### src/rtl/irrigation_pkg.sv
// Shared encodings for the soil-moisture classifier and the irrigation pump controller.
package irrigation_pkg;

  localparam logic [1:0] CLS_DRY = 2'b00;
  localparam logic [1:0] CLS_OPT = 2'b01;
  localparam logic [1:0] CLS_WET = 2'b10;
  localparam logic [1:0] CLS_INV = 2'b11;

  localparam logic [1:0] ST_IDLE  = 2'b00;
  localparam logic [1:0] ST_WATER = 2'b01;
  localparam logic [1:0] ST_SOAK  = 2'b10;
  localparam logic [1:0] ST_FAULT = 2'b11;

  // Bits needed to hold 0..value-1; never less than one bit.
  function automatic int clog2(input int value);
    int width;
    width = 1;
    while ((1 << width) < value) width++;
    return width;
  endfunction

endpackage

### src/rtl/class_debouncer.sv
// Accepts a soil class once DEBOUNCE_N consecutive identical valid samples are seen.
module class_debouncer
  import irrigation_pkg::*;
#(
  parameter int DEBOUNCE_N = 4
) (
  input  logic       clk,
  input  logic       rst_n,
  input  logic [1:0] soil_class,
  input  logic       sample_valid,
  output logic [1:0] stable_class,
  output logic       stable_valid
);

  localparam logic [3:0] CNT_N = 4'(DEBOUNCE_N);

  logic [1:0] cand_q, cand_d;
  logic [3:0] cnt_q, cnt_d;
  logic [1:0] stable_class_q, stable_class_d;
  logic       stable_valid_q, stable_valid_d;

  always_comb begin
    // NOTE: every signal gets a default first so no path leaves it unassigned (no latches).
    cand_d         = cand_q;
    cnt_d          = cnt_q;
    stable_class_d = stable_class_q;
    stable_valid_d = stable_valid_q;
    if (sample_valid) begin
      if (soil_class == CLS_INV) begin
        cnt_d = 4'd0;
      end else begin
        if (soil_class == cand_q) begin
          if (cnt_q < CNT_N) cnt_d = cnt_q + 4'd1;
        end else begin
          cand_d = soil_class;
          cnt_d  = 4'd1;
        end
        // Re-accepting an already stable class is harmless, so a level test suffices.
        if (cnt_d == CNT_N) begin
          stable_class_d = cand_d;
          stable_valid_d = 1'b1;
        end
      end
    end
  end

  always_ff @(posedge clk or negedge rst_n) begin
    // NOTE: sequential state uses non-blocking assignments only.
    if (!rst_n) begin
      cand_q         <= CLS_DRY;
      cnt_q          <= 4'd0;
      stable_class_q <= CLS_DRY;
      stable_valid_q <= 1'b0;
    end else begin
      cand_q         <= cand_d;
      cnt_q          <= cnt_d;
      stable_class_q <= stable_class_d;
      stable_valid_q <= stable_valid_d;
    end
  end

  assign stable_class = stable_class_q;
  assign stable_valid = stable_valid_q;

endmodule

### src/rtl/irrigation_pump_controller.sv
// Watering FSM: debounced soil class drives the pump with min-on, max-run fault and soak lockout.
module irrigation_pump_controller
  import irrigation_pkg::*;
#(
  parameter int DEBOUNCE_N    = 4,
  parameter int MIN_ON_CYCLES = 1000,
  parameter int MAX_ON_CYCLES = 100000,
  parameter int SOAK_CYCLES   = 5000
) (
  input  logic        clk,
  input  logic        rst_n,
  input  logic [1:0]  soil_class,
  input  logic        sample_valid,
  input  logic        enable,
  input  logic        fault_clr,
  output logic        pump_on,
  output logic [1:0]  state,
  output logic        fault,
  output logic [1:0]  stable_class,
  output logic        stable_valid,
  output logic [15:0] water_count
);

  localparam int ON_W   = clog2(MAX_ON_CYCLES);
  localparam int SOAK_W = clog2(SOAK_CYCLES);

  localparam logic [ON_W-1:0]   ON_LAST   = ON_W'(MAX_ON_CYCLES - 1);
  localparam logic [ON_W-1:0]   ON_MIN    = ON_W'(MIN_ON_CYCLES - 1);
  localparam logic [SOAK_W-1:0] SOAK_LAST = SOAK_W'(SOAK_CYCLES - 1);

  logic [1:0]        state_q, state_d;
  logic [ON_W-1:0]   on_timer_q, on_timer_d;
  logic [SOAK_W-1:0] soak_timer_q, soak_timer_d;
  logic [15:0]       water_count_q, water_count_d;

  class_debouncer #(
    .DEBOUNCE_N(DEBOUNCE_N)
  ) u_debouncer (
    .clk         (clk),
    .rst_n       (rst_n),
    .soil_class  (soil_class),
    .sample_valid(sample_valid),
    .stable_class(stable_class),
    .stable_valid(stable_valid)
  );

  always_comb begin
    state_d       = state_q;
    on_timer_d    = on_timer_q;
    soak_timer_d  = soak_timer_q;
    water_count_d = water_count_q;
    case (state_q)
      ST_IDLE: begin
        if (enable && stable_valid && stable_class == CLS_DRY) begin
          state_d    = ST_WATER;
          on_timer_d = '0;
          if (water_count_q != 16'hFFFF) water_count_d = water_count_q + 16'd1;
        end
      end
      ST_WATER: begin
        on_timer_d = on_timer_q + 1'b1;
        // The run-time limit outranks both an enable drop and a normal stop.
        if (on_timer_q == ON_LAST) begin
          state_d = ST_FAULT;
        end else if (!enable) begin
          state_d = ST_IDLE;
        end else if (on_timer_q >= ON_MIN && stable_class != CLS_DRY) begin
          state_d      = ST_SOAK;
          soak_timer_d = '0;
        end
      end
      ST_SOAK: begin
        if (!enable || soak_timer_q == SOAK_LAST) begin
          state_d = ST_IDLE;
        end else begin
          soak_timer_d = soak_timer_q + 1'b1;
        end
      end
      default: begin
        if (fault_clr) state_d = ST_IDLE;
      end
    endcase
  end

  always_ff @(posedge clk or negedge rst_n) begin
    if (!rst_n) begin
      state_q       <= ST_IDLE;
      on_timer_q    <= '0;
      soak_timer_q  <= '0;
      water_count_q <= 16'd0;
    end else begin
      state_q       <= state_d;
      on_timer_q    <= on_timer_d;
      soak_timer_q  <= soak_timer_d;
      water_count_q <= water_count_d;
    end
  end

  assign state       = state_q;
  assign pump_on     = (state_q == ST_WATER);
  assign fault       = (state_q == ST_FAULT);
  assign water_count = water_count_q;

endmodule

### config.mk
export PLATFORM = sky130hd
export DESIGN_NAME = irrigation_pump_controller
export DESIGN_NICKNAME = d
export VERILOG_FILES = /design/src/rtl/irrigation_pkg.sv /design/src/rtl/class_debouncer.sv /design/src/rtl/irrigation_pump_controller.sv
export SDC_FILE = /design/constraint.sdc
export NUM_CORES = 1
export LEC_CHECK = 0
export BUFFER_PORTS_ARGS = -buffer_cell sky130_fd_sc_hd__buf_2
export CAP_MARGIN = 20
export CORE_AREA = 2 2 81 90
export CTS_CLUSTER_DIAMETER = 80
export DETAILED_ROUTE_END_ITERATION = 10
export DIE_AREA = 0 0 83 92
export PLACE_DENSITY = 0.61
export SLEW_MARGIN = 10
export SYNTH_ARGS = -nofsm -noshare
export SYNTH_HDL_FRONTEND = slang
export SYNTH_SLANG_ARGS = --single-unit
### constraint.sdc
create_clock -name clk -period 2.4 [get_ports clk]
set_clock_uncertainty 0.05 [all_clocks]
set_input_delay 0.12 -clock clk [delete_from_list [all_inputs] [get_ports clk]]
set_output_delay 0.12 -clock clk [all_outputs]
set_load 0.01 [all_outputs]
==> qor.yml <==
setup_path:
  endpoint_kind: "flop"
  cp_slowest_stage_delay_ps: 540
  reg2reg_slack_ps: 270
  cp-start-kind: "flop"
  r2r-end: "soak_timer_q[7]$_DFFE_PN0P_"
  cp.arrival_ps: 2260
  rr_worst_depth: 6
  required_ps: 2540
  path_class: "flop to flop"
  r2r_start: "on_timer_q[0]$_DFFE_PN0P_"
  slowest_stage: "o22a_1"
  crit_path_max_fanout: 10
  path_cells: "ha_1, and4_1, nand4_2, and3_4, o22a_1, a31oi_2"
global_routing:
  grt_pass1_vias: 2444
  grt_max_degree: 34
  grt.met1_usage_pct: 23.0
  grt_use_met2_pct: 30.8
  grt_overflow: 0
  busiest_layer: "met2"
  gr-usage-all-layers_pct: 18.3
  grt_util_met3_pct: 3.24
  grt_pass1_wl_um: 11400
  grt_antenna_before_repair: 0
floorplan:
  rows: 32
  io_pins: 30
  die_y_um: 92
  initial_core_util_pct: 45.0
  die_w_um: 83
  coreArea_um2: 6850
  die_area_um2: 7640
routing:
  antenna_left: 0
  drc_errors: 0
  wire_per_inst_um: 14.8
  vias: 2490
  drtIter0Drc: 111
  routed_wl_um: 6450
  drtPass1Iterations: 4
  vias_per_cell: 5.72
place:
  placement.io_buffers: 29
  hpwl_um: 4630
  dpl.cell_count: 420
  pre_cts_ws_ps: 271
  gp_congestion: 0.775
synth:
  ys_types: 61
  yosys_warnings: 0
  synth-seq-cells: 57
  ys_seq_area_share_pct: 46.3
  yosysMostFrequentCell: "dfrtp_1"
  synth.area.top_cells: "dfrtp_1 46%, nand2_1 4.0%, o21ai_0 3.7%, nand3_1 3.6%, xnor2_1 3.4%"
  synth_edf_count: 0
  synthCells: 308
  netlist_area_um2: 3080
  syn_area_per_cell_um2: 10.0
  yosysTopAreaCell: "dfrtp_1"
  syn_nets: 319
  netlist.area_leader.share_pct: 46.3
  synthTopCellsByCount: "57 x dfrtp_1, 33 x nand2_1, 23 x o21ai_0, 22 x nand3_1, 19 x nor2_1"
  ys.flop_type: "dfrtp_1"
  ys_async_sr_fraction_pct: 100
clocking:
  numCtsBuffers: 9
  root_buffer: "clkbuf_8"
  cts_sinks: 57
  insertion_delay_ps: 330
  cts_tree: "yes"
  clkTransAtPathRegs_ps: 70
  clockBufferDepth: 2
  htreeDepth: 3
min_path:
  hold_depth: 2
  hold_path.class: "input pin to flop"
  hp-start: "sample_valid"
  hold-path-endpoint: "u_debouncer.cnt_q[3]$_DFFE_PN0P_"
sta:
  setup_violations: 0
  slew_viol_final: 0
  fmax_ghz: 0.470
  hold_violations: 0
  finalSetupTns_ps: 0
  worstMarginPinSlew_ps: 626
  timing.final.crit_share_pct: 88.6
  rsz0062_at_grt: "no"
  fin_crit_ps: 2130
  worst_slack_ps: 275
  slew_headroom_pct: 58.3
power_and_ir_drop:
  power_leakage_nw: 1.60
  powerDensity_nw_per_um2: 857
  ir_drop_uv: 466
cells_and_area:
  area_delta_synth_final_pct: 15.0
  final_nets: 358
  diodes: 0
  drive_above_1_share_pct: 21.4
  final_cells: 435
run:
  maxCapViolCount: 0
status:
  status: "complete, no violations"
worst max-delay path, delay by kind of cell, from the launching register on:
kind / cells / cell delay [ps]
and+or+nand+nor: 3 / 530
AOI/OAI and AO/OA: 2 / 700
adders and majority gates: 1 / 280
DFF: 1 / 420
area by class of cell:
| class | count | area, um^2 |
|---|---|---|
| fillers | 634 | 3300 |
| flip-flops and latches | 57 | 1430 |
| well taps | 85 | 106 |
| multi-input cells | 233 | 1570 |
| clock inverters | 3 | 42.5 |
| inverters | 9 | 33.8 |
| repair buffers | 37 | 220 |
| clock buffers | 11 | 141 |
placed cells by master (no fill, tap or decap), drive strengths merged, types with 5 or more instances in the layout:
| master | synthesis | layout |
|---|---|---|
| nor3 | 7 | 7 |
| xnor2 | 12 | 12 |
| clkbuf | 4 | 11 |
| buf | 5 | 36 |
| dfrtp | 57 | 57 |
| xor2 | 5 | 5 |
| nand2 | 33 | 33 |
| nand4 | 12 | 12 |
| a21oi | 14 | 14 |
| inv | 8 | 8 |
| and3 | 10 | 10 |
| nor2 | 19 | 19 |
| o21ai | 23 | 23 |
| a31oi | 7 | 7 |
| nand3 | 22 | 22 |
| and2 | 5 | 5 |
| mux2i | 5 | 5 |
layer usage:
layer	up-vias	share of wire [%]
li1	1227	-
met1	1218	47
met2	36	48
met3	9	3.0
met4	0	1.8
met5	-	0
how the worst max path moves through the flow:
stage	depth (start not counted)	endpoint	startpoint
3_5_place_dp	5	soak_timer_q[11]$_DFFE_PN0P_	on_timer_q[11]$_DFFE_PN0P_
5_1_grt	5	soak_timer_q[7]$_DFFE_PN0P_	on_timer_q[10]$_DFFE_PN0P_
3_3_place_gp	5	soak_timer_q[11]$_DFFE_PN0P_	on_timer_q[11]$_DFFE_PN0P_
2_1_floorplan	5	u_debouncer.stable_class[0]$_DFFE_PN0P_	u_debouncer.cnt_q[0]$_DFFE_PN0P_
4_1_cts	5	soak_timer_q[11]$_DFFE_PN0P_	on_timer_q[11]$_DFFE_PN0P_
6_report	6	soak_timer_q[7]$_DFFE_PN0P_	on_timer_q[0]$_DFFE_PN0P_
state kept, by name, indices dropped and copies added, names as in the netlist:
name and cells:
on_timer_q 17, soak_timer_q 13, state 2, u_debouncer.cand_q 2, u_debouncer.cnt_q 4, u_debouncer.stable_class 2
u_debouncer.stable_valid 1, water_count 16
power by group:
group | leakage [nW] | internal, mW | switching [mW] | total [mW]
logic | 0.740 | 0.352 | 0.426 | 0.778
registers | 0.767 | 1.15 | 0.257 | 1.40
clock network | 0.0913 | 0.494 | 0.362 | 0.856
total | 1.60 | 1.99 | 1.04 | 3.04
logic make-up after synthesis:
family	share of synthesized area, %
xor gates and xnor gates	4.83
adders and majority gates	1.62
AOI/OAI and AO/OA	16.3
buffers and inverters	2.68
DFF	46.3
muxes	3.08
and+or+nand+nor	25.2
what timing repair did:
item / 4_1_cts / 5_1_grt
hold endpoints to repair: 24 / 0
setup buffers: 0 / 0
hold buffers: 1 / 0
gates resized for setup: 0 / 0
through the flow:
step,hold slack [ps],power (mW),instance area (um^2),utilization [%]
after global routing,30.6,3.24,3540,51.8
after CTS,9.90,3.06,3540,51.8
after floorplan,-226,1.93,3080,-
final,17.3,3.04,3540,51.8
after global placement,108,2.18,3350,48.9
after detailed placement,102,2.20,3350,48.9
(Power assumes the default switching activity.)
